$ cat src/rtl/core_clk_ctrl.sv
// core_clk_ctrl: clock-enable generator for the RISC-V core.
// The core is clocked from clk1_s and advances only on cycles where core_ce_o
// is high. Three modes are supported: HALT (no ticks), RUN (one tick every
// div_q cycles) and STEP (one tick per debounced press of step_btn_i).
// Every tick also toggles the LED output slow_clk_o and bumps the
// retired-tick counter.
module core_clk_ctrl #(
  parameter int CNT_W       = 27,
  parameter int DEFAULT_DIV = 100000000,
  parameter int DEB_CYCLES  = 1000000
) (
  input  logic             clk1_s,
  input  logic             rst_n,
  input  logic [1:0]       mode_i,
  input  logic             div_wr_i,
  input  logic [CNT_W-1:0] div_i,
  input  logic             step_btn_i,
  output logic             core_ce_o,
  output logic             slow_clk_o,
  output logic [31:0]      tick_cnt_o,
  output logic [1:0]       state_o
);

  localparam int DEB_W = (DEB_CYCLES > 2) ? $clog2(DEB_CYCLES) : 1;
  localparam logic [DEB_W-1:0] DEB_LAST = DEB_W'(DEB_CYCLES - 1);

  typedef enum logic [1:0] {
    S_HALT = 2'b00,
    S_RUN  = 2'b01,
    S_STEP = 2'b10
  } state_e;

  state_e             state_q, state_d;

  // Button path: two-flop synchronizer, debounce counter, accepted level and
  // its one-cycle-delayed copy (the delayed copy gives the rising-edge event).
  logic               sync1_q, sync2_q;
  logic               stable_q, stable_d;
  logic               stable_dly_q;
  logic [DEB_W-1:0]   deb_q, deb_d;
  logic               press_evt;

  // Divider and tick bookkeeping.
  logic [CNT_W-1:0]   cnt_q, cnt_d;
  logic [CNT_W-1:0]   div_q, div_d;
  logic               term_cnt;
  logic               ce_q, ce_d;
  logic               slow_q;
  logic [31:0]        tick_q;

  // ---------------------------------------------------------------------------
  // Mode FSM
  // ---------------------------------------------------------------------------

  // State register.
  always_ff @(posedge clk1_s or negedge rst_n) begin
    if (!rst_n) state_q <= S_HALT;
    else        state_q <= state_d;
  end

  // Next state follows mode_i directly; the reserved encoding 11 parks in HALT.
  always_comb begin
    state_d = S_HALT;
    unique case (mode_i)
      2'b01:   state_d = S_RUN;
      2'b10:   state_d = S_STEP;
      default: state_d = S_HALT;
    endcase
  end

  // State is exported as-is; encoding matches the external state_o coding.
  always_comb begin
    state_o = state_q;
  end

  // ---------------------------------------------------------------------------
  // Step button: synchronize, debounce, detect press
  // ---------------------------------------------------------------------------

  // Two-flop synchronizer for the raw asynchronous push button.
  always_ff @(posedge clk1_s or negedge rst_n) begin
    if (!rst_n) begin
      sync1_q <= 1'b0;
      sync2_q <= 1'b0;
    end else begin
      sync1_q <= step_btn_i;
      sync2_q <= sync1_q;
    end
  end

  // Debounce: the synchronized level must differ from the accepted level for
  // DEB_CYCLES consecutive cycles before it replaces it; any agreement restarts.
  always_comb begin
    stable_d = stable_q;
    deb_d    = '0;
    if (sync2_q != stable_q) begin
      if (deb_q == DEB_LAST) begin
        stable_d = sync2_q;
        deb_d    = '0;
      end else begin
        deb_d    = deb_q + DEB_W'(1);
      end
    end
  end

  // Debounce state registers; tracked in every mode so a press made outside
  // STEP is already "consumed" when STEP is entered.
  always_ff @(posedge clk1_s or negedge rst_n) begin
    if (!rst_n) begin
      stable_q     <= 1'b0;
      stable_dly_q <= 1'b0;
      deb_q        <= '0;
    end else begin
      stable_q     <= stable_d;
      stable_dly_q <= stable_q;
      deb_q        <= deb_d;
    end
  end

  assign press_evt = stable_q & ~stable_dly_q;

  // ---------------------------------------------------------------------------
  // Divider and tick generation
  // ---------------------------------------------------------------------------

  assign term_cnt = (cnt_q == (div_q - CNT_W'(1)));

  // Tick decision. In RUN the counter advances only while staying in RUN and
  // no divisor write is happening; a mode exit or a write both clear it and
  // suppress a coincident terminal-count tick. HALT/STEP keep the counter at 0.
  always_comb begin
    cnt_d = '0;
    ce_d  = 1'b0;
    div_d = div_q;
    if (div_wr_i) div_d = (div_i == '0) ? CNT_W'(1) : div_i;
    if (state_q == S_RUN && state_d == S_RUN && !div_wr_i) begin
      if (term_cnt) ce_d  = 1'b1;
      else          cnt_d = cnt_q + CNT_W'(1);
    end
    if (state_q == S_STEP && press_evt) ce_d = 1'b1;
  end

  // Divider counter and divisor register.
  always_ff @(posedge clk1_s or negedge rst_n) begin
    if (!rst_n) begin
      cnt_q <= '0;
      div_q <= CNT_W'(DEFAULT_DIV);
    end else begin
      cnt_q <= cnt_d;
      div_q <= div_d;
    end
  end

  // Registered enable pulse.
  always_ff @(posedge clk1_s or negedge rst_n) begin
    if (!rst_n) ce_q <= 1'b0;
    else        ce_q <= ce_d;
  end

  // LED toggle and retired-tick counter move on the same edge as the pulse.
  always_ff @(posedge clk1_s or negedge rst_n) begin
    if (!rst_n) begin
      slow_q <= 1'b0;
      tick_q <= '0;
    end else if (ce_d) begin
      slow_q <= ~slow_q;
      tick_q <= tick_q + 32'd1;
    end
  end

  assign core_ce_o  = ce_q;
  assign slow_clk_o = slow_q;
  assign tick_cnt_o = tick_q;

endmodule
$ cat config.mk
export PLATFORM = sky130hd
export DESIGN_NAME = core_clk_ctrl
export DESIGN_NICKNAME = d
export VERILOG_FILES = /design/src/rtl/core_clk_ctrl.sv
export SDC_FILE = /design/constraint.sdc
export NUM_CORES = 1
export LEC_CHECK = 0
export CORE_ASPECT_RATIO = 0.6
export CORE_UTILIZATION = 35
export DETAILED_ROUTE_END_ITERATION = 10
export GPL_ROUTABILITY_DRIVEN = 0
export RECOVER_POWER = 25
export SLEW_MARGIN = 25
export SYNTH_ARGS = -nofsm -noshare
export SYNTH_HDL_FRONTEND = slang
export SYNTH_SLANG_ARGS = --single-unit
$ cat constraint.sdc
create_clock -name clk1_s -period 3.81 [get_ports clk1_s]
set_input_delay 0.762 -clock clk1_s [delete_from_list [all_inputs] [get_ports clk1_s]]
set_output_delay 0.762 -clock clk1_s [all_outputs]
set_load 0.01 [all_outputs]
==> results of run 1 <==
-- stage by stage --
| step | std cells | hold WS, ns | power [W] | util |
|---|---|---|---|---|
| after floorplan | 635 | 0.331 | 0.00147 | - |
| after global placement | 922 | 0.345 | 0.00158 | 0.415 |
| after detailed placement | 922 | 0.350 | 0.00159 | 0.415 |
| after CTS | 953 | 0.362 | 0.00312 | 0.448 |
| after global routing | 953 | 0.360 | 0.00321 | 0.448 |
| final | 953 | 0.359 | 0.00309 | 0.448 |
-- cells in the final DEF (no fill, tap or decap), types with 4 or more instances in the layout --
cell and n:
nor2_1 79, nand2_1 48, clkdlybuf4s50_1 65, a211oi_1 4, clkbuf_16 17, nor2b_1 7
xor2_1 39, dfrtp_1 102, clkinv_2 4, or3_1 10, or4_1 4, inv_1 13
nor4b_1 5, nand2b_1 6, nor3_1 19, and3_1 16, nand4_1 17, clkbuf_1 4
a21oi_1 11, xnor2_1 64, dfstp_2 12, buf_4 4, a31oi_1 5, o21ai_0 11
or2_2 6, nor4_1 22, nand3_1 41, mux2_2 26, ha_1 4
-- kinds of logic (layout without fill, tap and decap cells) --
group           count (synthesis)  in the layout  share of synthesized area
xor+xnor                      103            103                      0.145
buf+inv                        35            119                     0.0285
compound gates                 46             46                     0.0505
simple gates                  304            304                      0.257
fa+ha+maj                       4              4                    0.00802
flops                         114            114                      0.460
mux                            29             29                     0.0517
-- worst max-delay path: cells and delay by family, from the launching register on --
kind | cells | cell delay, ns
mux | 1 | 0.15
flops | 1 | 0.49
simple gates | 7 | 2.45
buf+inv | 1 | 0.18
-- worst max path at each step --
stage	cells past startpoint	slack (ns)	start	end
floorplan	11	0.75	div_q[2]	cnt_q[22]
global placement	9	0.52	div_q[2]	cnt_q[23]
detailed placement	9	0.43	div_q[2]	cnt_q[18]
CTS	9	0.41	div_q[2]	cnt_q[17]
global route	1	0.13	rst_n	div_q[9]
finish	9	0.40	div_q[2]	cnt_q[17]
-- layer usage --
metal | share of wire | track usage
met1 | 0.52 | 0.269
met2 | 0.42 | 0.252
met3 | 0.049 | 0.0321
met4 | 0.012 | 0.0508
met5 | 0 | 0
-- state kept, by name (all words and copies together), names as in the netlist --
signal	cells
deb_q	20
state_o	2
core_ce_o	1
stable_dly_q	1
stable_q	1
div_q	27
sync2_q	1
sync1_q	1
tick_cnt_o	32
slow_clk_o	1
cnt_q	27
-- power breakdown --
group	switching (W)	internal, W
clock network	0.000549	0.000970
registers	0.0000567	0.00126
logic	0.000138	0.000120
-- cell type report --
class	count	area (sq um)	area share
multi-input combinational	486	3190	0.413
sequential	114	2870	0.371
timing repair buffer	75	764	0.0989
clock buffer	21	450	0.0583
tap	234	293	0.0379
clock inverter	10	111	0.0144
inverter	13	48.8	0.00631
==> flow_summary_export.csv, run 1 <==
group,metric,value,unit
synth,yosysMostFrequentCell,"dfrtp_1",
synth,ys_ff_latch,114,
clocking,h-tree-depth,4,
setup_path,max_stage_delay,0.62,ns
synth,synthesis.nets,672,
setup_path,crit_arrival,3.70,ns
timing,tightest_slew,2.96,ns
synth,ys_async_sr_fraction,1.00,
drt,num_vias,4982,
synth,syn_area_per_cell,9.83,sq um
final_layout,area_delta_synth_final,23.9,%
setup_path,crit_type,"register to register",
synth,synth_area_leaders,"dfrtp_1 41%, xnor2_1 9.0%, xor2_1 5.5%",
synth,yosys_most_used_dff,"dfrtp_1",
timing,fin_tns_setup,0,ns
power_and_ir_drop,power_per_cell_area,400,mW/mm^2
timing,skew,0.00980,ns
grt,grt_pass1_vias,4860,
timing,final.min_clock_period,3.41,ns
final_layout,final_area,0.00773,sq mm
setup_path,crit_path_end_kind,"register",
synth,synthCells,635,
floorplanning,core-area,0.0173,sq mm
drt,drt_iter0_drc,451,
synth,ys_seq_area_frac,0.460,
status,violations,"capacitance limit, slew limit",
grt,grt_pass1_wl,25500,microns
setup_path,worstReg2RegEnd,"cnt_q[17]",
synth,synth_commonest_cells,"102 x dfrtp_1, 79 x nor2_1, 64 x xnor2_1",
drt,drt-total-wl,15300,microns
setup_path,crit_path_start_kind,"register",
timing,finalHoldViolCount,0,
synth,synth_edf_count,0,
floorplanning,die_width,174,microns
floorplanning,dieArea,0.0184,sq mm
final_layout,nets,744,
power_and_ir_drop,vdd_drop_max,214,uV
drt,via_per_inst,5.23,
power_and_ir_drop,p_leak,2.97,nW
timing,setup_viol,0,
timing,drv_slew,52,
synth,synth_area_leader_cell,"dfrtp_1",
clocking,holdBufCountCts,0,
final_layout,drive_gt1_frac,0.122,
drt,post_drt_wl_per_cell,16.0,microns
floorplanning,rows,37,
hold_path,min-delay-start,"sync1_q",
timing,grt_setup_unrepaired,"false",
status,status,"finished with violations",
synth,synth_top_area_frac,0.409,
synth,yosys_warnings,0,
synth,syn-cell-area,0.00624,sq mm
clocking,clockRootBuffer,"clkbuf_16",
grt,antenna_found_initial,0,
place,placed_area,0.00717,sq mm
grt,grtUsageTotal,0.176,
final_layout,fillers,1628,
hold_path,hold_class,"register to register",
clocking,clock_latency,0.41,ns
place,post-place-ws,0.432,ns
hold_path,holdPathStages,0,
timing,fmax,0.294,GHz
floorplanning,die_h,105,microns
clocking,cts.repair.resized,0,
synth,ys_types,58,
clocking,cts_buffer_depth,2,
grt,grt.overflow.total,0,
setup_path,reg2reg_slack,0.40,ns
floorplanning,io_pins,69,
job,maxCapViolations,1,
setup_path,crit_required,4.10,ns
clocking,cts_tree,"yes",
setup_path,critPathSlowestCell,"nor4_1",
setup_path,r2r-start,"div_q[2]",
hold_path,holdPathEnd,"sync2_q",
grt,grt_max_degree,64,
timing,fin_ws,0.404,ns
place,dp_hpwl,11300,microns
final_layout,antenna_cells,0,
clocking,cts_buffers,17,
clocking,post-cts-setup-buffers,0,
drt,postRouteAntennaNets,0,
drt,drc,0,
clocking,clk_pin_slew_worst_paths,0.06,ns
setup_path,reg2regPathDepth,9,
place,io_buffers,68,
setup_path,crit_chain,"nor4_1 -> nand4_1 -> or3_1 -> mux2i_1 -> or4_1 -> nor4_4 -> or2_1 -> buf_12 -> nor2_1",
drt,dr.pass1.iters,5,
setup_path,critPathMaxFanout,27,
timing,finalCritPeriodShare,0.894,
clocking,cts.sink_count,114,
timing,relSlewSlack,-0.976,
floorplanning,initial_core_util,0.361,
Power figures use the tool's default switching activity.
==> inputs of run 2 (changes only) <==
--- a/config.mk
+++ b/config.mk
@@ -5,6 +5,7 @@
 export SDC_FILE = /design/constraint.sdc
 export NUM_CORES = 1
 export LEC_CHECK = 0
+export CAP_MARGIN = 20
 export CORE_ASPECT_RATIO = 0.6
 export CORE_UTILIZATION = 35
 export DETAILED_ROUTE_END_ITERATION = 10
==> constraint.sdc (replaced) <==
create_clock -name clk1_s -period 3 [get_ports clk1_s]
set_input_delay 0.6 -clock clk1_s [delete_from_list [all_inputs] [get_ports clk1_s]]
set_output_delay 0.6 -clock clk1_s [all_outputs]
set_load 0.01 [all_outputs]
==> flow_summary_export.csv, run 2 (same netlist as run 1, synthesis figures left out) <==
group,metric,value,unit
job,maxCapViolations,0,
status,status,"finished with violations",
timing,fin_ws,-0.0600,ns
timing,finalHoldViolCount,0,
timing,tightest_slew,1.28,ns
setup_path,crit_arrival,3.35,ns
grt,antenna_found_initial,0,
floorplanning,initial_core_util,0.361,
clocking,clk_pin_slew_worst_paths,0.06,ns
power_and_ir_drop,clkPwrFrac,0.489,
drt,post_drt_wl_per_cell,16.7,microns
power_and_ir_drop,power_switching,0.00103,W
power_and_ir_drop,p_int,0.00305,W
clocking,holdBufCountCts,0,
timing,skew,0.0105,ns
power_and_ir_drop,p_comb_frac,0.105,
final_layout,layout_common_cells,"102 x dfrtp_1, 75 x nor2_1, 66 x clkdlybuf4s50_1",
timing,drv_slew,0,
setup_path,crit_required,3.29,ns
clocking,clock_latency,0.41,ns
final_layout,antenna_cells,0,
grt,grt_pass1_vias,5218,
drt,dr.pass1.iters,5,
floorplanning,io_pins,69,
final_layout,final_common_cell,"dfrtp_1",
timing,final.min_clock_period,3.06,ns
final_layout,largest_reg_flops,32,
timing,setup_viol,27,
drt,num_vias,5220,
grt,grtUsageTotal,0.188,
drt,drt-total-wl,16700,microns
grt,grt_pass1_wl,27100,microns
setup_path,crit_path_start_kind,"register",
final_layout,post-route-util,0.482,
clocking,h-tree-depth,4,
final_layout,nets,788,
clocking,cts.sink_count,114,
place,dp_hpwl,11700,microns
drt,via_per_inst,5.23,
grt,grt.overflow.total,0,
drt,postRouteAntennaNets,0,
power_and_ir_drop,vdd_drop_max,335,uV
setup_path,critPathSlowestCell,"o21ai_0",
grt,grt_max_degree,52,
setup_path,crit_chain,"inv_2 -> ha_4 -> buf_6 -> buf_4 -> nand2_1 -> mux2i_1 -> a21oi_1 -> o21ai_0 -> nor4bb_1 -> nand4_1 -> o31ai_4 -> buf_6 -> buf_6 -> nand4_1 -> xnor2_1",
status,violations,"setup timing",
power_and_ir_drop,swShare,0.253,
timing,fmax,0.327,GHz
setup_path,critPathMaxFanout,5,
floorplanning,die_h,105,microns
setup_path,crit_top_cell,"buf_6",
drt,drc,0,
timing,finalCritPeriodShare,1.02,
place,io_buffers,68,
timing,whs,0.350,ns
power_and_ir_drop,p_leak,3.26,nW
floorplanning,die_width,174,microns
clocking,cts_tree,"yes",
setup_path,crit_type,"register to register",
clocking,clockRootBuffer,"clkbuf_16",
drt,drt_iter0_drc,284,
floorplanning,rows,37,
clocking,cts_buffer_depth,2,
power_and_ir_drop,power_per_cell_area,490,mW/mm^2
final_layout,area_delta_synth_final,33.3,%
floorplanning,dieArea,0.0184,sq mm
final_layout,drive_gt1_frac,0.221,
hold_path,hold_class,"register to register",
floorplanning,core-area,0.0173,sq mm
clocking,cts_buffers,17,
setup_path,max_stage_delay,0.47,ns
power_and_ir_drop,seq_power_share,0.406,
setup_path,crit_path_end_kind,"register",
timing,relSlewSlack,0.147,
timing,grt_setup_unrepaired,"true",
==> run 2: cell count changes in the layout (fill, tap and decap cells not counted), sizes merged <==
| cell | delta |
|---|---|
| clkinv | -1 |
| inv | +2 |
| clkinvlp | +1 |
| clkdlybuf4s50 | +1 |
| dlygate4sd3 | -1 |
| buf | +43 |
==> run 2: power groups by stage <==
stage | logic, W | clock network (W) | registers, W
5_1_grt | 0.000466 | 0.00210 | 0.00166
3_3_place_gp | 0.000377 | 0 | 0.00167
3_5_place_dp | 0.000386 | 0 | 0.00168
2_1_floorplan | 0.000211 | 0 | 0.00166
4_1_cts | 0.000415 | 0.00203 | 0.00165
6_report | 0.000429 | 0.00200 | 0.00165
==> run 2: timing repair <==
action,4_1_cts,5_1_grt
resized for setup,23,25
endpoints found under the setup margin,55,61
cloned,3,1
setup buffers,10,3
pin swaps,9,19
==> run 2: cell type report <==
cell class | instances | area (sq um)
Multi-Input combinational cell | 486 | 3370
Tap cell | 234 | 293
Clock buffer | 20 | 447
Sequential cell | 114 | 2870
Clock inverter | 12 | 131
Fill cell | 1534 | 8950
Inverter | 13 | 48.8
Timing Repair Buffer | 119 | 1160
==> run 2: through the flow <==
step | setup TNS [ns] | power [W] | setup slack, ns | cells | instance area (sq um)
floorplan | -0.000181 | 0.00187 | -0.000181 | 635 | 6250
global placement | 0 | 0.00205 | 0.0255 | 951 | 7390
detailed placement | -2.08 | 0.00206 | -0.0812 | 951 | 7390
CTS | -0.326 | 0.00410 | -0.0372 | 996 | 8180
global route | -8.47 | 0.00422 | -0.230 | 998 | 8320
finish | -0.565 | 0.00408 | -0.0600 | 998 | 8320
==> run 2: final timing paths <==
path	start	to	slack (ns)	cells after the start
setup / recovery	div_q[0]	tick_cnt_o[20]	-0.06	15
hold / removal	sync1_q	sync2_q	0.35	0
setup reg to reg	div_q[0]	tick_cnt_o[20]	-0.06	15
hold reg to reg	sync1_q	sync2_q	0.35	0
max in group asynchronous	rst_n	cnt_q[5]	1.57	2
min in group asynchronous	rst_n	cnt_q[20]	0.46	1
==> run 2: routing by layer <==
layer	global-route usage	wire length, microns
met2	0.282	7350
met4	0.0508	125
met3	0.0382	788
met5	0	0
met1	0.274	8430
==> run 2: worst max-delay path: cells and delay by family, from the launching register on <==
kind	cells	cell delay, ns
buffers and inverters	5	0.57
AO/OA/AOI/OAI	3	0.79
AND/OR/NAND/NOR	4	0.73
multiplexers	1	0.12
adder cells (fa/ha/maj)	1	0.15
XOR/XNOR	1	0.16
flip-flops	1	0.41
